File: src/rtl/regfile_param.sv
// Parametrised 2-read/1-write register file with optional zero register,
// optional write-to-read bypass and a sequenced bulk-clear engine.
module regfile_param #(
  parameter int DATA_W   = 16,
  parameter int DEPTH    = 16,
  parameter int ADDR_W   = $clog2(DEPTH),
  parameter bit ZERO_REG = 1'b0,
  parameter bit BYPASS   = 1'b0
) (
  input  logic              Clock,
  input  logic              Reset,
  input  logic [ADDR_W-1:0] Aaddr,
  input  logic [ADDR_W-1:0] Baddr,
  input  logic [ADDR_W-1:0] Waddr,
  input  logic              writeEn,
  input  logic [DATA_W-1:0] WriteData,
  input  logic              clearReq,
  output logic [DATA_W-1:0] Adata,
  output logic [DATA_W-1:0] Bdata,
  output logic              busy,
  output logic              wrDropped
);

  typedef enum logic {IDLE = 1'b0, CLEAR = 1'b1} state_t;

  state_t            state_reg, state_next;
  logic [ADDR_W-1:0] clr_idx_reg, clr_idx_next;
  logic              clr_en;
  logic              clr_last;
  logic              wr_zero;
  logic              wr_commit;
  logic              fwd_en;
  logic              wr_dropped_reg;
  logic [DATA_W-1:0] mem [DEPTH];

  assign clr_last  = (clr_idx_reg == ADDR_W'(DEPTH - 1));
  // Writes aimed at a hardwired zero register vanish quietly; they are not drops.
  assign wr_zero   = ZERO_REG && (Waddr == '0);
  assign wr_commit = writeEn && !busy && !wr_zero;
  assign fwd_en    = BYPASS && wr_commit;

  always_ff @(posedge Clock or posedge Reset) begin
    if (Reset) begin
      state_reg   <= IDLE;
      clr_idx_reg <= '0;
    end else begin
      state_reg   <= state_next;
      clr_idx_reg <= clr_idx_next;
    end
  end

  always_comb begin
    state_next   = state_reg;
    clr_idx_next = clr_idx_reg;
    case (state_reg)
      IDLE: begin
        if (clearReq) begin
          state_next   = CLEAR;
          clr_idx_next = '0;
        end
      end
      CLEAR: begin
        if (clr_last) begin
          state_next   = IDLE;
          clr_idx_next = '0;
        end else begin
          clr_idx_next = clr_idx_reg + 1'b1;
        end
      end
      default: begin
        state_next   = IDLE;
        clr_idx_next = '0;
      end
    endcase
  end

  always_comb begin
    busy   = (state_reg == CLEAR);
    clr_en = (state_reg == CLEAR);
  end

  // Clear and write never coincide: writes are only accepted while not busy.
  always_ff @(posedge Clock or posedge Reset) begin
    if (Reset) begin
      for (int i = 0; i < DEPTH; i++) begin
        mem[i] <= '0;
      end
    end else if (clr_en) begin
      mem[clr_idx_reg] <= '0;
    end else if (wr_commit) begin
      mem[Waddr] <= WriteData;
    end
  end

  always_ff @(posedge Clock or posedge Reset) begin
    if (Reset) begin
      wr_dropped_reg <= 1'b0;
    end else begin
      wr_dropped_reg <= writeEn && busy;
    end
  end

  assign wrDropped = wr_dropped_reg;

  always_comb begin
    Adata = mem[Aaddr];
    if (fwd_en && (Aaddr == Waddr)) Adata = WriteData;
    if (ZERO_REG && (Aaddr == '0)) Adata = '0;
  end

  always_comb begin
    Bdata = mem[Baddr];
    if (fwd_en && (Baddr == Waddr)) Bdata = WriteData;
    if (ZERO_REG && (Baddr == '0)) Bdata = '0;
  end

endmodule

File: config.mk
export PLATFORM = sky130hd
export DESIGN_NAME = regfile_param
export DESIGN_NICKNAME = d
export VERILOG_FILES = /design/src/rtl/regfile_param.sv
export SDC_FILE = /design/constraint.sdc
export NUM_CORES = 1
export LEC_CHECK = 0
export CAP_MARGIN = 20
export CORE_ASPECT_RATIO = 1.75
export CORE_MARGIN = 5
export CORE_UTILIZATION = 61
export DETAILED_ROUTE_END_ITERATION = 10
export PLACE_DENSITY = 0.86
export SYNTH_ARGS = -nofsm -noshare
export SYNTH_HDL_FRONTEND = slang
export SYNTH_SLANG_ARGS = --single-unit
File: constraint.sdc
create_clock -name Clock -period 11.1 [get_ports Clock]
set_input_delay 2.22 -clock Clock [delete_from_list [all_inputs] [get_ports Clock]]
set_output_delay 2.22 -clock Clock [all_outputs]
set_load 0.005 [all_outputs]
==> summary.txt <==
CTS
  – Clk_lat worst skew: 0.54 ns
  – Sink Count: 262
  – Maximum root-to-sink buffer count: 3
  – Postcts setup bufs: 0
  – Num CTS Buffers: 24
  – Post_cts resized: 0
  – CTS tree: done
  – Depth of the CTS H-tree: 1
  – Root Driver: clkbuf_16
  – # hold bufs at CTS: 0
  – Clock transition at the registers of the reported paths: 0.07 ns

Floorplan
  – Starting Density: 61.6%
  – Die footprint: 26700 um2
  – Area of the core: 23200 um2
  – DIE HEIGHT: 213 um
  – Die width: 126 um
  – I/O pins: 66
  – Rows: 74

Synthesis
  – Synth Area in Adders: 0.525%
  – Simple-gate portion of the synthesized area: 17.8%
  – Largest area contributor in the netlist: dfrtp_1
  – Synth cell types: 34
  – Syn avg cell area: 9.70 um2
  – Post-synthesis xor/xnor area fraction: 0.0612%
  – Share of the yosys chip area belonging to registers: 45.8%
  – Main combinational cell family by area after synthesis: multiplexers
  – Mux share of post-synthesis cell area: 20.1%
  – Synth warnings: 0
  – Synth area leaders: dfrtp_1, mux4_2, nand2_1, o21ai_0, a22oi_1
  – Synth Area in Compound Gates: 11.6%
  – Mapped Area: 14300 um2
  – Area share of the largest cell type after synthesis: 45.8%
  – Synthesized instance count: 1476
  – Synth Register Bits: 262
  – Post-Syn Nets: 1514

STA
  – Setup Skew: 0.0115 ns
  – Setup-failing EPs final: 0
  – Slew @ Worst Pin: 1.21 ns
  – Final Max Tran Viols: 0
  – Relative slew slack: 19.1%
  – RSZ-0062 raised after global routing: no
  – Setup TNS: 0 ns
  – Final Hold Fails: 0
  – Final Cycle Share: 65.6%
  – Final min period: 7.29 ns
  – Maximum clock frequency: 137 MHz

Placement
  – Hpwl dp: 30300 um
  – Buffers on Ports: 65
  – GP Congestion: 0.918
  – Placed cell count: 1727

Global route
  – Overflow after GRT: 0
  – First-pass GRT wire length: 75100 um
  – Vias in the first global route: 13300
  – Antenna violations before repair: 1
  – All-layer global routing usage: 37.1%
  – Largest net degree at the start of global routing: 141

Cells and area
  – Final nets: 1489
  – Non-Filler Instances: 1774
  – Share of layout cells above drive strength 1: 14.7%
  – Area Growth Syn to Fin: 10.6%
  – Number of flip-flops in the largest register: 256

Worst hold path
  – Worst min-delay path class: flop to flop

Setup path
  – Crit path largest cell delay: 0.77 ns
  – CP max stage cell: buf_4
  – CP most frequent cell: buf_4
  – Arrival @ worst endpoint: 5.07 ns
  – Setup Crit Path Kind: primary input to output pin
  – Crit path cell chain: buf_4 -> buf_4 -> mux4_2 -> a22oi_1 -> nand2_1 -> clkdlybuf4s50_1
  – Crit path required time: 8.88 ns
  – Type of element launching the critical path: primary input
  – Critical path endpoint category: output pin
  – CP Max Fanout: 43

Pwr
  – Pwr dens: 235 nW/um2
  – Leak: 6.67 nW
  – Max VDD drop: 131 uV

Drt
  – Vias post-DR: 12800
  – Initial DRC Count: 2023
  – Total Wirelength: 49100 um
  – # DRC: 0
  – Avg Vias per Cell: 7.21
  – WL per Instance: 27.7 um
  – 1st-pass router iterations: 6
  – Antenna-violating nets left: 0

Run status
  – Run status: finished, final reports clean

Run
  – Max Cap Viol: 0
==> metal layers <==
| metal | vias to the layer above | share of wire [%] | track usage, % | wire, um |
|---|---|---|---|---|
| met1 | 6089 | 30 | 42.1 | 14700 |
| met5 | - | 0.026 | 0 | 13 |
| met2 | 1196 | 47 | 59.2 | 22800 |
| met3 | 415 | 14 | 10.1 | 6680 |
| met4 | 2 | 9.9 | 29.6 | 4870 |
| li1 | 5086 | - | - | - |
==> report_power, final <==
group	switching [mW]	internal, mW	leakage [nW]
registers	0.342	1.34	3.49
clock network	0.374	0.479	0.391
logic	0.603	0.584	2.79
==> Yosys cell counts (all sizes together) <==
library cell  count
a21o              1
a21oi             1
a22oi            64
and2              5
and3              1
and3b             2
and4bb            1
buf              33
clkbuf          109
dfrtp           262
ha                6
inv               4
mux4            128
nand2           565
nand2b            2
nand3            34
nand4b            1
nand4bb           1
nor2             11
nor2b             7
nor3              3
nor3b             3
o21a              1
o21ai           225
o31ai             3
o41ai             1
or4b              1
xor2              1
==> cell families (layout without fill, tap and decap cells) <==
kind of cell | count (synthesis) | count (layout)
simple gates | 637 | 637
compound gates | 296 | 296
flops | 262 | 262
buf+inv | 146 | 138
mux | 128 | 128
fa+ha+maj | 6 | 6
xor+xnor | 1 | 1
other cells | 0 | 2
==> critical path, delay by kind of cell <==
kind,cells,cell delay (ns)
buffers and inverters,3,1.62
muxes,1,0.60
AOI/OAI and AO/OA,1,0.42
and+or+nand+nor,1,0.13
==> cell type report <==
| cell class | instances | area [um2] |
|---|---|---|
| timing repair buffer | 91 | 858 |
| clock inverter | 11 | 114 |
| inverter | 4 | 22.5 |
| fill | 1611 | 7410 |
| sequential | 262 | 6560 |
| clock buffer | 32 | 682 |
| antenna | 2 | 5.00 |
| tap | 304 | 380 |
| multi-input combinational | 1068 | 7210 |
==> per-stage QoR <==
stage	area [um2]	hold WS [ns]	setup WS, ns	utilization [%]	total power [mW]
after floorplan	14300	0.480	1.67	-	2.36
after global placement	15000	0.495	3.91	64.5	2.73
after detailed placement	15000	0.514	3.88	64.5	2.82
after CTS	15800	0.530	3.88	67.9	3.68
after global routing	15800	0.545	3.65	68.1	3.89
final	15800	0.529	3.81	68.1	3.72
==> path summary, 6_finish.rpt <==
check	depth (start not counted)	to	startpoint	slack [ns]
max reg2reg	5	mem[214]	busy	8.39
max in group asynchronous	3	mem[66]	Reset	7.15
min reg2reg	2	mem[172]	mem[172]	0.53
min in group asynchronous	2	mem[32]	Reset	2.30
max	6	Adata[2]	Aaddr[0]	3.81
min	2	mem[172]	mem[172]	0.53
==> cell usage in the layout, fill, tap and decap left out, drive strengths merged, types with 3 or more instances in the layout <==
| cell | n |
|---|---|
| nand2 | 565 |
| dfrtp | 262 |
| o21ai | 225 |
| mux4 | 128 |
| a22oi | 64 |
| clkdlybuf4s50 | 61 |
| nand3 | 34 |
| clkbuf | 32 |
| buf | 30 |
| nor2 | 11 |
| clkinv | 7 |
| nor2b | 7 |
| ha | 6 |
| and2 | 5 |
| inv | 4 |
| o31ai | 3 |
| nor3 | 3 |
| nor3b | 3 |
Power figures use the tool's default switching activity.
